<file path="src/rtl/mmc_pkg.sv">
// Shared types and constants for the MMC/SD SPI-mode master.
// Latency: n/a (declarations only).
// Backpressure: n/a.
package mmc_pkg;

  typedef enum logic [2:0] {
    IDLE     = 3'd0,
    XFER     = 3'd1,
    CMD_SEND = 3'd2,
    CMD_POLL = 3'd3,
    DONE     = 3'd4
  } mmc_state_e;

  localparam logic [7:0] CRC_CMD0       = 8'h95;
  localparam logic [7:0] CRC_CMD8       = 8'h87;
  localparam logic [7:0] CRC_NONE       = 8'h01;
  localparam logic [1:0] CMD_START_BITS = 2'b01;
  localparam logic [7:0] POLL_BYTE      = 8'hFF;

  // Only CMD0 and CMD8 are checked by the card before CRC is disabled,
  // so every other command carries a dummy CRC with the end bit set.
  function automatic logic [7:0] cmd_crc(input logic [5:0] idx);
    if (idx == 6'd0) begin
      return CRC_CMD0;
    end else if (idx == 6'd8) begin
      return CRC_CMD8;
    end
    return CRC_NONE;
  endfunction

endpackage

</file>
<file path="src/rtl/mmc_spi_byte.sv">
// SPI mode-0 byte engine: sclk divider plus 8-bit MSB-first shifter.
// Latency: done_o pulses 16*CLK_DIV cycles after start_i is sampled.
// Backpressure: none; start_i is ignored while a byte is in flight.
module mmc_spi_byte
  import mmc_pkg::*;
#(
  parameter int CLK_DIV = 4
) (
  input  logic       clk,
  input  logic       reset_n,
  input  logic       start_i,
  input  logic [7:0] tx_i,
  output logic [7:0] rx_o,
  output logic       done_o,
  output logic       sclk_o,
  output logic       di_o,
  input  logic       do_i
);

  localparam int             DW       = (CLK_DIV > 1) ? $clog2(CLK_DIV) : 1;
  localparam logic [DW-1:0]  DIV_LAST = DW'(CLK_DIV - 1);

  logic          active_q, active_d;
  logic [DW-1:0] div_q, div_d;
  logic [2:0]    bit_q, bit_d;
  logic          sclk_q, sclk_d;
  logic          di_q, di_d;
  logic [7:0]    tx_q, tx_d;
  logic [7:0]    rx_q, rx_d;
  logic          done_q, done_d;

  // Next state: rising edge samples MISO, falling edge advances MOSI or ends the byte.
  always_comb begin
    active_d = active_q;
    div_d    = div_q;
    bit_d    = bit_q;
    sclk_d   = sclk_q;
    di_d     = di_q;
    tx_d     = tx_q;
    rx_d     = rx_q;
    done_d   = 1'b0;
    if (start_i && !active_q) begin
      // MSB goes out immediately so it is settled a full half-period before the first rise.
      active_d = 1'b1;
      div_d    = '0;
      bit_d    = '0;
      sclk_d   = 1'b0;
      di_d     = tx_i[7];
      tx_d     = {tx_i[6:0], 1'b1};
      rx_d     = '0;
    end else if (active_q) begin
      if (div_q == DIV_LAST) begin
        div_d = '0;
        if (!sclk_q) begin
          sclk_d = 1'b1;
          rx_d   = {rx_q[6:0], do_i};
        end else begin
          sclk_d = 1'b0;
          if (bit_q == 3'd7) begin
            // Last falling edge: stop here so no stray sclk pulse follows.
            active_d = 1'b0;
            done_d   = 1'b1;
            di_d     = POLL_BYTE[0];
            bit_d    = '0;
          end else begin
            bit_d = bit_q + 3'd1;
            di_d  = tx_q[7];
            tx_d  = {tx_q[6:0], 1'b1};
          end
        end
      end else begin
        div_d = div_q + DW'(1);
      end
    end
  end

  // State registers; MOSI and sclk idle at 1 and 0 respectively.
  always_ff @(posedge clk or negedge reset_n) begin
    if (!reset_n) begin
      active_q <= 1'b0;
      div_q    <= '0;
      bit_q    <= '0;
      sclk_q   <= 1'b0;
      di_q     <= 1'b1;
      tx_q     <= 8'hFF;
      rx_q     <= 8'h00;
      done_q   <= 1'b0;
    end else begin
      active_q <= active_d;
      div_q    <= div_d;
      bit_q    <= bit_d;
      sclk_q   <= sclk_d;
      di_q     <= di_d;
      tx_q     <= tx_d;
      rx_q     <= rx_d;
      done_q   <= done_d;
    end
  end

  assign rx_o   = rx_q;
  assign done_o = done_q;
  assign sclk_o = sclk_q;
  assign di_o   = di_q;

endmodule

</file>
<file path="src/rtl/mmc_spi_ctrl.sv">
// MMC/SD SPI master: raw byte transfers and 6-byte commands with R1 polling.
// Latency: raw byte done 16*CLK_DIV+1 cycles after start; each further byte adds the same.
// Backpressure: starts are only taken in IDLE; anything arriving while busy is dropped.
module mmc_spi_ctrl
  import mmc_pkg::*;
#(
  parameter int CLK_DIV   = 4,
  parameter int RESP_POLL = 8
) (
  input  logic        clk,
  input  logic        reset_n,
  input  logic        cs_en,
  input  logic        byte_start,
  input  logic [7:0]  byte_tx,
  output logic [7:0]  byte_rx,
  input  logic        cmd_start,
  input  logic [5:0]  cmd_index,
  input  logic [31:0] cmd_arg,
  output logic        busy,
  output logic        done,
  output logic [7:0]  resp,
  output logic        timeout,
  output logic        mmc_cs,
  output logic        mmc_di,
  input  logic        mmc_do,
  output logic        mmc_sclk
);

  localparam logic [7:0] POLL_LAST = 8'(RESP_POLL - 1);

  mmc_state_e  state_q, state_d;
  logic [7:0]  cnt_q, cnt_d;
  logic [39:0] frame_q, frame_d;
  logic [7:0]  resp_q, resp_d;
  logic        timeout_q, timeout_d;
  logic [7:0]  byte_rx_q, byte_rx_d;
  logic        cs_q, cs_d;

  logic        eng_start;
  logic [7:0]  eng_tx;
  logic [7:0]  eng_rx;
  logic        eng_done;
  logic        poll_last;

  assign poll_last = (cnt_q == POLL_LAST);

  mmc_spi_byte #(.CLK_DIV(CLK_DIV)) u_byte (
    .clk     (clk),
    .reset_n (reset_n),
    .start_i (eng_start),
    .tx_i    (eng_tx),
    .rx_o    (eng_rx),
    .done_o  (eng_done),
    .sclk_o  (mmc_sclk),
    .di_o    (mmc_di),
    .do_i    (mmc_do)
  );

  // FSM state register.
  always_ff @(posedge clk or negedge reset_n) begin
    if (!reset_n) begin
      state_q <= IDLE;
    end else begin
      state_q <= state_d;
    end
  end

  // FSM next state; a command outranks a raw byte requested in the same cycle.
  always_comb begin
    state_d = state_q;
    unique case (state_q)
      IDLE: begin
        if (cmd_start) begin
          state_d = CMD_SEND;
        end else if (byte_start) begin
          state_d = XFER;
        end
      end
      XFER:     if (eng_done) state_d = DONE;
      CMD_SEND: if (eng_done && cnt_q == 8'd5) state_d = CMD_POLL;
      CMD_POLL: if (eng_done && (!eng_rx[7] || poll_last)) state_d = DONE;
      DONE:     state_d = IDLE;
      default:  state_d = IDLE;
    endcase
  end

  // FSM outputs: status flags and the byte-engine launch for the next byte.
  always_comb begin
    busy      = (state_q == XFER) || (state_q == CMD_SEND) || (state_q == CMD_POLL);
    done      = (state_q == DONE);
    eng_start = 1'b0;
    eng_tx    = POLL_BYTE;
    unique case (state_q)
      IDLE: begin
        if (cmd_start) begin
          eng_start = 1'b1;
          eng_tx    = {CMD_START_BITS, cmd_index};
        end else if (byte_start) begin
          eng_start = 1'b1;
          eng_tx    = byte_tx;
        end
      end
      CMD_SEND: begin
        if (eng_done) begin
          eng_start = 1'b1;
          eng_tx    = (cnt_q == 8'd5) ? POLL_BYTE : frame_q[39:32];
        end
      end
      CMD_POLL: begin
        if (eng_done && eng_rx[7] && !poll_last) begin
          eng_start = 1'b1;
          eng_tx    = POLL_BYTE;
        end
      end
      default: ;
    endcase
  end

  // Datapath next state: frame shifter, byte/poll counter, response capture and card select.
  always_comb begin
    cnt_d     = cnt_q;
    frame_d   = frame_q;
    resp_d    = resp_q;
    timeout_d = timeout_q;
    byte_rx_d = eng_done ? eng_rx : byte_rx_q;
    unique case (state_q)
      IDLE: begin
        if (cmd_start) begin
          // Byte 0 leaves straight from the inputs; the remaining five are held here.
          cnt_d     = '0;
          frame_d   = {cmd_arg, cmd_crc(cmd_index)};
          timeout_d = 1'b0;
        end
      end
      CMD_SEND: begin
        if (eng_done) begin
          if (cnt_q == 8'd5) begin
            cnt_d = '0;
          end else begin
            cnt_d   = cnt_q + 8'd1;
            frame_d = {frame_q[31:0], 8'h00};
          end
        end
      end
      CMD_POLL: begin
        if (eng_done) begin
          if (!eng_rx[7]) begin
            resp_d    = eng_rx;
            timeout_d = 1'b0;
          end else if (poll_last) begin
            resp_d    = POLL_BYTE;
            timeout_d = 1'b1;
          end else begin
            cnt_d = cnt_q + 8'd1;
          end
        end
      end
      default: ;
    endcase
    // The card stays selected for the whole command regardless of cs_en.
    cs_d = ((state_d == CMD_SEND) || (state_d == CMD_POLL)) ? 1'b0 : ~cs_en;
  end

  // Datapath registers.
  always_ff @(posedge clk or negedge reset_n) begin
    if (!reset_n) begin
      cnt_q     <= '0;
      frame_q   <= '0;
      resp_q    <= 8'hFF;
      timeout_q <= 1'b0;
      byte_rx_q <= 8'h00;
      cs_q      <= 1'b1;
    end else begin
      cnt_q     <= cnt_d;
      frame_q   <= frame_d;
      resp_q    <= resp_d;
      timeout_q <= timeout_d;
      byte_rx_q <= byte_rx_d;
      cs_q      <= cs_d;
    end
  end

  assign byte_rx = byte_rx_q;
  assign resp    = resp_q;
  assign timeout = timeout_q;
  assign mmc_cs  = cs_q;

endmodule

</file>
<file path="config.mk">
export PLATFORM = sky130hd
export DESIGN_NAME = mmc_spi_ctrl
export DESIGN_NICKNAME = d
export VERILOG_FILES = /design/src/rtl/mmc_pkg.sv /design/src/rtl/mmc_spi_byte.sv /design/src/rtl/mmc_spi_ctrl.sv
export SDC_FILE = /design/constraint.sdc
export NUM_CORES = 1
export LEC_CHECK = 0
export ABC_AREA = 1
export ABC_CLOCK_PERIOD_IN_PS = 2100
export CORE_MARGIN = 2
export CORE_UTILIZATION = 40
export CTS_CLUSTER_SIZE = 10
export DETAILED_ROUTE_END_ITERATION = 8
export GPL_ROUTABILITY_DRIVEN = 0
export SLEW_MARGIN = 40
export SYNTH_ARGS = -nofsm -noshare
export SYNTH_HDL_FRONTEND = slang
export SYNTH_HIERARCHICAL = 1
export SYNTH_SLANG_ARGS = --single-unit
</file>
<file path="constraint.sdc">
create_clock -name clk -period 2.1 [get_ports clk]
set_clock_uncertainty 0.2 [all_clocks]
set_input_delay 0.21 -clock clk [delete_from_list [all_inputs] [get_ports clk]]
set_output_delay 0.21 -clock clk [all_outputs]
set_load 0.02 [all_outputs]
</file>
# Word-level counts from Yosys, hierarchy flattened
# Index checks and enable logic that the tools add are counted.
[totals] ff_bits=94 inputBits=52 out_inout_bits=22 word_cells=146
[op_classes] n_addsub=3 n_eq_ne=21 n_mux=78 bitwise=1 reduce_logical=28
[op_table] op="two-way mux 8 bit" count=24
[op_table] op="two-way mux 40 bit" count=3
[op_table] op="case mux 40 bit (2 select lines)" count=1
[op_table] op="two-way mux 1 bit" count=32
[op_table] op="two-way mux 3 bit" count=10
[op_table] op="case mux 8 bit (3 select lines)" count=1
[op_table] op="== test 8 x 3 -> 1 bit, second input constant" count=2
[op_table] op="case mux 8 bit (2 select lines)" count=1
[op_table] op="== test 3 x 2 -> 1 bit, second input constant" count=4
[op_table] op="case mux 3 bit (4 select lines)" count=1
[op_table] op="AND reduction 4 bit" count=3
[op_table] op="inequality test 2 bit, second input constant" count=5
[op_table] op="nonzero test 2 bit" count=5
[op_table] op="AND reduction 3 bit" count=3
[op_table] op="adder 8 x 1 -> 8 bit, second input constant" count=1
[op_table] op="inequality test 2 x 1 -> 1 bit, second input constant" count=4
[op_table] op="== test 3 bit, second input constant" count=2
[op_table] op="== test 6 x 4 -> 1 bit, second input constant" count=1
[op_table] op="zero test 6 bit" count=1
[op_table] op="two-way mux 2 bit" count=3
[op_table] op="AND reduction 6 bit" count=1
[op_table] op="logical AND 1 bit" count=5
[op_table] op="logical OR 1 bit" count=4
[op_table] op="adder 3 x 1 -> 3 bit, second input constant" count=1
[op_table] op="11 further kinds" count=13

# Depth between registers and ports, before layout
# Gate-level depths: netlist (run 1).
[logic_depth] word_depth=8 ltp_mapped=13 mapped_depth_nobuf=12

# Hierarchy
# The synthesis (run 1) kept the hierarchy.
[by_module_without_submodules] mod="mmc_spi_ctrl" instances=1 cells_per_inst=435 area_each_um2=3432.0 seq_area_each_um2=1637.8
[by_module_without_submodules] mod="mmc_spi_byte" instances=1 cells_per_inst=133 area_each_um2=1172.4 seq_area_each_um2=610.6

# Worst setup path before layout (run 1)
# No wires, ideal clock.
[synth_timing] kind="register to register" from="register state_q[1]" to="register u_byte.rx_q[1], in the netlist u_byte/rx_o[1]" setup_time_ps=119 arrival_time_ps=1733 required_ps=1781 setup_slack_ps=48 path_stages_with_launch=13 path_buffers=1 synth_period_minus_slack_ps=2052 cell_sequence="dfrtp_1 nand2_1 nor2_4 inv_2 nor2_1 o21ai_0 nand3b_1 buf_4 inv_1 nor2_2 nor2_4 nand2_1 o21ai_2"
[synth_via] elab_chain_cells=5
[synth_rtl] element="from (decl)" line="mmc_spi_ctrl.sv:31" source="mmc_state_e state_q, state_d;"
[synth_rtl] element="from (signal assigned)" line="mmc_spi_ctrl.sv:64" source="state_q <= state_d;"
[synth_rtl] element="== test 3 x 2 -> 1 bit / zero test 3 bit (equally long branches)" line="mmc_spi_ctrl.sv:93" source="unique case (state_q)"
[synth_rtl] element="case mux 1 bit (3 select lines) (*)" line="mmc_spi_ctrl.sv:93"
[synth_rtl] element="via eng_start" line="mmc_spi_ctrl.sv:39" source="logic eng_start;"
[synth_rtl] element="logical AND 1 bit (*)" line="mmc_spi_byte.sv:42" source="if (start_i && !active_q) begin"
[synth_rtl] element="inequality test 2 bit (no line) / nonzero test 2 bit (equally long branches)"
[synth_rtl] element="AND reduction 3 bit (no line)"
[synth_rtl] element="to (signal assigned)" line="mmc_spi_byte.sv:95" source="rx_q <= rx_d;"
[synth_rtl] element="to (decl)" line="mmc_spi_byte.sv:29" source="logic [7:0] rx_q, rx_d;"
# Mark *: on every way through the listed nets, which the timed path passes. The rest lies on a longest branch.
# A chain may end at the register's enable or synchronous reset.

# Worst setup path in the final report (run 1)
[layout_timing] from="register cnt_q[1]" to="register u_byte.rx_q[6], in the netlist u_byte/rx_o[6]"
[layout_via] elab_chain_cells=8
[layout_rtl] element="from (decl)" line="mmc_spi_ctrl.sv:32" source="logic [7:0] cnt_q, cnt_d;"
[layout_rtl] element="from (signal assigned)" line="mmc_spi_ctrl.sv:174" source="cnt_q <= cnt_d;"
[layout_rtl] element="== test 8 x 3 -> 1 bit (*)" line="mmc_spi_ctrl.sv:45" source="assign poll_last = (cnt_q == POLL_LAST);"
[layout_rtl] element="zero test 1 bit (*)" line="mmc_spi_ctrl.sv:110" source="if (eng_done && eng_rx[7] && !poll_last) begin"
[layout_rtl] element="logical AND 1 bit (*)" line="mmc_spi_ctrl.sv:110"
[layout_rtl] element="two-way mux 1 bit (*)" line="mmc_spi_ctrl.sv:110"
[layout_rtl] element="case mux 1 bit (3 select lines) (*)" line="mmc_spi_ctrl.sv:93"
[layout_rtl] element="via eng_start" line="mmc_spi_ctrl.sv:39"
[layout_rtl] element="logical AND 1 bit (*)" line="mmc_spi_byte.sv:42"
[layout_rtl] element="inequality test 2 bit (no line) / nonzero test 2 bit (equally long branches)"
[layout_rtl] element="AND reduction 3 bit (no line)"
# Marked as above.

==> flow_metrics.env, run 1 <==
export IMPL_status="completed"
export IMPL_wl_per_cell_um=13.3
export IMPL_p_per_area_mw_per_mm2=588
export IMPL_via_per_inst=4.99
export IMPL_ys_flop_type="dfrtp_1"
export IMPL_drt_pass1_iter_count=4
export IMPL_overflow=0
export IMPL_cts_tree="yes"
export IMPL_grt_pass1_vias=3864
export IMPL_synth_edf_count=0
export IMPL_tns_ns=0
export IMPL_cap_violations=0
export IMPL_synth_seq_area_share_pct=48.8
export IMPL_critical_path_max_fanout=8
export IMPL_max_freq_ghz=0.511
export IMPL_vias=4036
export IMPL_insertion_delay_ns=0.34
export IMPL_rr_worst_depth=10
export IMPL_r2r_start="cnt_q[1]"
export IMPL_worstPathRequired_ns=2.17
export IMPL_synthXorXnorAreaFrac_pct=0.190
export IMPL_rows=39
export IMPL_start_util_pct=40.7
export IMPL_clock_sinks=89
export IMPL_synth_common_cells="193 x nand2_1, 72 x dfrtp_1, 61 x o21ai_0"
export IMPL_synth_area_leaders="dfrtp_1 39%, nand2_1 16%, dfstp_2 9.7%"
export IMPL_worst_r2r_setup_slack_ns=0.14
export IMPL_postSynthNetCount=625
export IMPL_cts_made_buffers=9
export IMPL_critPathArrivalTime_ns=2.03
export IMPL_hold_violations=0
export IMPL_track_usage_pct=18.1
export IMPL_start_kind="flop"
export IMPL_ir_worst_vdd_v=0.000455
export IMPL_synthArstFlopShare_pct=100
export IMPL_tightest_slew_ns=0.451
export IMPL_drc=0
export IMPL_drive_gt1_share_pct=17.6
export IMPL_htree_levels=3
export IMPL_fin_nets=719
export IMPL_antenna_found_initial=0
export IMPL_fillers=1076
export IMPL_hp_class="in -> async"
export IMPL_core_mm2=0.0113
export IMPL_slew_viol_final=0
export IMPL_fin_crit_sh_pct=93.1
export IMPL_clk_pin_slew_ns=0.06
export IMPL_p_leak_nw=2.70
export IMPL_syn2layout_area_growth_pct=29.7
export IMPL_yosys_area_top_type_share_pct=39.1
export IMPL_synthesis_area_mm2=0.00460
export IMPL_portBuffers=73
export IMPL_grt_pass1_wl_mm=18.3
export IMPL_final_cell_area_mm2=0.00597
export IMPL_die_h_um=111
export IMPL_yosys_cell_types_count=40
export IMPL_routed_wl_mm=10.8
export IMPL_placed_area_mm2=0.00566
export IMPL_synth_cells=568
export IMPL_synth_seq_cells=89
export IMPL_synth_compound_area_share_pct=12.6
export IMPL_antennaDiodeCount=0
export IMPL_slew_headroom_pct=70.0
export IMPL_synth_top_family_by_area="simple AND/OR/NAND/NOR gates"
export IMPL_r2r_end="u_byte/rx_o[6]"
export IMPL_end_kind="flop"
export IMPL_multiInputGateArea_mm2=0.00211
export IMPL_drt_iter0_drc=209
export IMPL_synth_adder_area_share_pct=1.36
export IMPL_die_width_um=111
export IMPL_synth_simple_area_share_pct=31.6
export IMPL_setup_violations=0
export IMPL_synth_most_common_cell="nand2_1"
export IMPL_synth_top_cell_by_area="dfrtp_1"
export IMPL_grt_max_degree=61
export IMPL_cts_max_path_buffers=2
export IMPL_die_area_mm2=0.0124
export IMPL_yosysWarnings=6
export IMPL_ff_latch_area_mm2=0.00225
export IMPL_dp_hpwl_mm=7.89
export IMPL_period_minus_slack_ns=1.96
export IMPL_postSynthAreaPerCell_um2=8.11
export IMPL_rsz0062_at_grt="no"
export IMPL_ant_nets=0
export IMPL_ios=74
export IMPL_clockRootBuffer="clkbuf_16"
export IMPL_path_class="reg -> reg"
export IMPL_muxShareOfSynthArea_pct=0
[layer usage]
layer	GRT usage [%]	vias up	share of wire (%)
met5	0	-	0
met4	6.50	0	1.9
met3	3.50	16	4.6
met2	29.2	93	47
met1	24.2	1863	46
li1	-	2064	-
[stage by stage]
step,worst slack [ns],power [mW],util (%),hold WS (ns),std cells
after global placement,0.0511,1.94,50.0,-0.0454,792
after detailed placement,0.0520,1.94,50.0,-0.0423,792
after floorplan,0.0484,1.79,-,-0.286,568
after global routing,0.00124,3.64,52.8,0.167,809
after CTS,0.0426,3.55,52.6,0.141,808
final,0.145,3.51,52.8,0.126,809
[placed cells by master, fill, tap and decap left out, drive strengths merged, types with 3 or more instances in the layout]
cell type	count
o221ai	6
clkbuf	9
dfstp	17
o31ai	8
clkdlybuf4s50	70
inv	30
nand2	199
nand4	6
ha	5
nand3	45
clkinv	3
or2	24
dfrtp	72
nand3b	4
a21oi	7
nor2	35
nor3	4
buf	32
o21ai	79
[how the worst max path moves through the flow]
stage	from	slack, ns	endpoint
finish	cnt_q[1]	0.14	u_byte/rx_o[6]
global route	state_q[1]	0.001	u_byte/tx_q[3]
global placement	cmd_start	0.05	u_byte/tx_q[3]
CTS	state_q[1]	0.04	u_byte/rx_o[1]
floorplan	state_q[1]	0.05	u_byte/rx_o[1]
detailed placement	cmd_start	0.05	u_byte/tx_q[3]
[logic make-up after synthesis]
family	after synthesis
AOI/OAI and AO/OA	104
xor gates and xnor gates	1
adders and majority gates	5
buffers and inverters	52
DFF	89
and+or+nand+nor	317
[area by class of cell]
class	instances	area share [%]
Sequential cell	89	37.7
Clock inverter	6	1.13
Multi-Input combinational cell	427	35.4
Tap cell	143	3.00
Inverter	30	1.97
Timing Repair Buffer	105	17.1
Clock buffer	9	3.77
[sequential cells by signal (all words and copies together), names as in the netlist, 2 cells and up]
signal        count
byte_rx           8
cnt_q             8
frame_q          36
resp              8
state_q           3
u_byte/bit_q      3
u_byte/div_q      2
u_byte/rx_o       8
u_byte/tx_q       7
[worst max-delay path, stage by stage (launching register included)]
cell and delay [ns]:
dfrtp_1 0.39, ha_1 0.18, nand3_1 0.15, o21ai_1 0.21, nand3b_1 0.09, buf_4 0.17, inv_1 0.09, nor2_4 0.05
nor2_4 0.21, nand2_1 0.07, o21ai_1 0.07
[power breakdown]
group	total [mW]	internal, mW	switching, mW
logic	0.179	0.105	0.0743
clock network	1.60	0.919	0.683
registers	1.73	1.72	0.00780
total	3.51	2.75	0.765
[what timing repair did]
action	CTS	global route
hold buffers	1	0
setup buffers	0	1
hold endpoints to repair	67	0
resized for setup	2	4
pin swaps	0	0
setup endpoints to repair	2	18
(Power assumes the default switching activity.)
==> run 2, diff against run 1 <==
==> constraint.sdc (replaced) <==
create_clock -name clk -period 2.1 [get_ports clk]
set_clock_uncertainty 0.2 [all_clocks]
set_input_delay 0.42 -clock clk [delete_from_list [all_inputs] [get_ports clk]]
set_output_delay 0.42 -clock clk [all_outputs]
set_load 0.02 [all_outputs]
==> run 2 against run 1 <==
Flip-flop and latch count is the same. Die area is the same. Maximum frequency shrank 5.5%. Non-clock buffer count grew 4. Combinational power grew 2%. Utilization grew 0.36 points. Critical path type is now reg -> out. Largest cell class unchanged. Highest routed layer unchanged.
==> flow_metrics.env, run 2 (synthesis gave the netlist of run 1 again) <==
export IMPL_slew_viol_final=0
export IMPL_cap_violations=0
export IMPL_drc=0
export IMPL_tns_ns=0
export IMPL_slew_headroom_pct=71.1
export IMPL_fin_crit_sh_pct=98.6
export IMPL_p_leak_nw=2.78
export IMPL_critical_path_max_fanout=5
export IMPL_die_area_mm2=0.0124
export IMPL_drive_gt1_share_pct=18.6
export IMPL_antennaDiodeCount=0
export IMPL_ios=74
export IMPL_rsz0062_at_grt="no"
export IMPL_dp_hpwl_mm=7.93
export IMPL_cts_tree="yes"
export IMPL_max_freq_ghz=0.483
export IMPL_wl_per_cell_um=13.4
export IMPL_drt_pass1_iter_count=4
export IMPL_setup_violations=0
export IMPL_critPathArrivalTime_ns=1.45
export IMPL_top_register="frame_q"
export IMPL_p_per_area_mw_per_mm2=579
export IMPL_htree_levels=3
export IMPL_grt_max_degree=61
export IMPL_syn2layout_area_growth_pct=30.6
export IMPL_cts_max_path_buffers=2
export IMPL_rows=39
export IMPL_fin_nets=723
export IMPL_cts_made_buffers=9
export IMPL_tightest_slew_ns=0.434
export IMPL_hold_violations=0
export IMPL_grt_pass1_vias=3863
export IMPL_track_usage_pct=18.2
export IMPL_drt_iter0_drc=155
export IMPL_worstPathRequired_ns=1.48
export IMPL_hp_class="reg -> reg"
export IMPL_via_per_inst=4.95
export IMPL_clk_pin_slew_ns=0.07
export IMPL_path_class="reg -> out"
export IMPL_mostFrequentLayoutCells="193 x nand2_1, 71 x dfrtp_1, 60 x o21ai_0, 59 x clkdlybuf4s50_1, 39 x nand3_1"
export IMPL_core_mm2=0.0113
export IMPL_antenna_found_initial=0
export IMPL_overflow=0
export IMPL_die_width_um=111
export IMPL_final_cell_area_mm2=0.00601
export IMPL_status="completed"
export IMPL_insertion_delay_ns=0.35
export IMPL_period_minus_slack_ns=2.07
export IMPL_start_kind="flop"
export IMPL_ir_worst_vdd_v=0.000404
export IMPL_final_common_cell="nand2_1"
export IMPL_portBuffers=73
export IMPL_grt_pass1_wl_mm=18.2
export IMPL_largest_reg_flops=36
export IMPL_die_h_um=111
export IMPL_vias=4033
export IMPL_routed_wl_mm=10.9
export IMPL_start_util_pct=40.7
export IMPL_clock_sinks=89
export IMPL_ant_nets=0
export IMPL_end_kind="primary output"
export IMPL_placed_area_mm2=0.00569
export IMPL_clockRootBuffer="clkbuf_16"
-- run 2: changes by cell type in the layout (fill, tap and decap cells not counted), moves of 2 or more --
cell             delta
clkdlybuf4s50_1    -11
dlygate4sd2_1       +8
buf_4               +4
dlymetal6s2s_1      +2
nand2_2             -2
nand2_4             +2
-- run 2: power by group --
part           switching (mW)  internal, mW  total, mW
logic                  0.0763         0.107      0.183
registers             0.00793          1.72       1.73
clock network           0.719         0.847       1.57
total                   0.804          2.68       3.48
-- run 2: layout make-up --
cell class | count | area [um2]
tap | 143 | 179
sequential | 89 | 2250
timing repair buffer | 109 | 1040
clock inverter | 6 | 50.0
clock buffer | 10 | 239
fill | 1076 | 5310
multi-input combinational | 427 | 2140
inverter | 30 | 118
-- run 2: layer usage --
layer / GRT usage (%) / up-vias / part of all wire [%]
li1: - / 2068 / -
met1: 23.9 / 1882 / 47
met2: 29.6 / 65 / 48
met3: 3.61 / 18 / 3.7
met4: 7.49 / 0 / 2.2
met5: 0 / - / 0
-- run 2: what timing repair did --
item / 4_1_cts / 5_1_grt
endpoints found under the hold margin: 20 / 0
hold buffers: 1 / 0
gates resized for setup: 11 / 13
buffers inserted: 0 / 0
setup endpoints to repair: 11 / 26
pin swaps: 0 / 2
-- run 2: worst paths after layout --
kind | start | end | slack (ns) | cells past startpoint
max | state_q[1] | done | 0.03 | 2
min | resp[7] | resp[7] | 0.26 | 2
max reg2reg | cnt_q[0] | u_byte/rx_o[1] | 0.17 | 10
min reg2reg | resp[7] | resp[7] | 0.26 | 2
max in group asynchronous | reset_n | u_byte/tx_q[4] | 0.71 | 3
min in group asynchronous | reset_n | byte_rx[6] | 0.34 | 2
-- run 2: metrics by stage --
stage	setup slack (ns)	total power [mW]	cells	hold slack [ns]	util, %
6_report	0.0297	3.48	814	0.262	53.1
5_1_grt	0.00538	3.62	814	0.284	53.1
4_1_cts	0.00160	3.52	814	0.264	52.8
3_5_place_dp	-0.0673	1.95	797	0.175	50.3
3_3_place_gp	-0.0490	1.95	797	0.177	50.3
2_1_floorplan	0.0484	1.79	568	-0.0756	-
-- run 2: worst max-delay path, cell delays in order (launching register included) --
cell,delay [ns]
dfrtp_2,0.44
nor3_1,0.30
dlygate4sd1_1,0.36
==> run 3, diff against run 2 <==
Settings changed: SLEW_MARGIN 40 to 25.
==> results of run 3 <==
The final DEF is identical to that of run 2; final timing and power are the same.
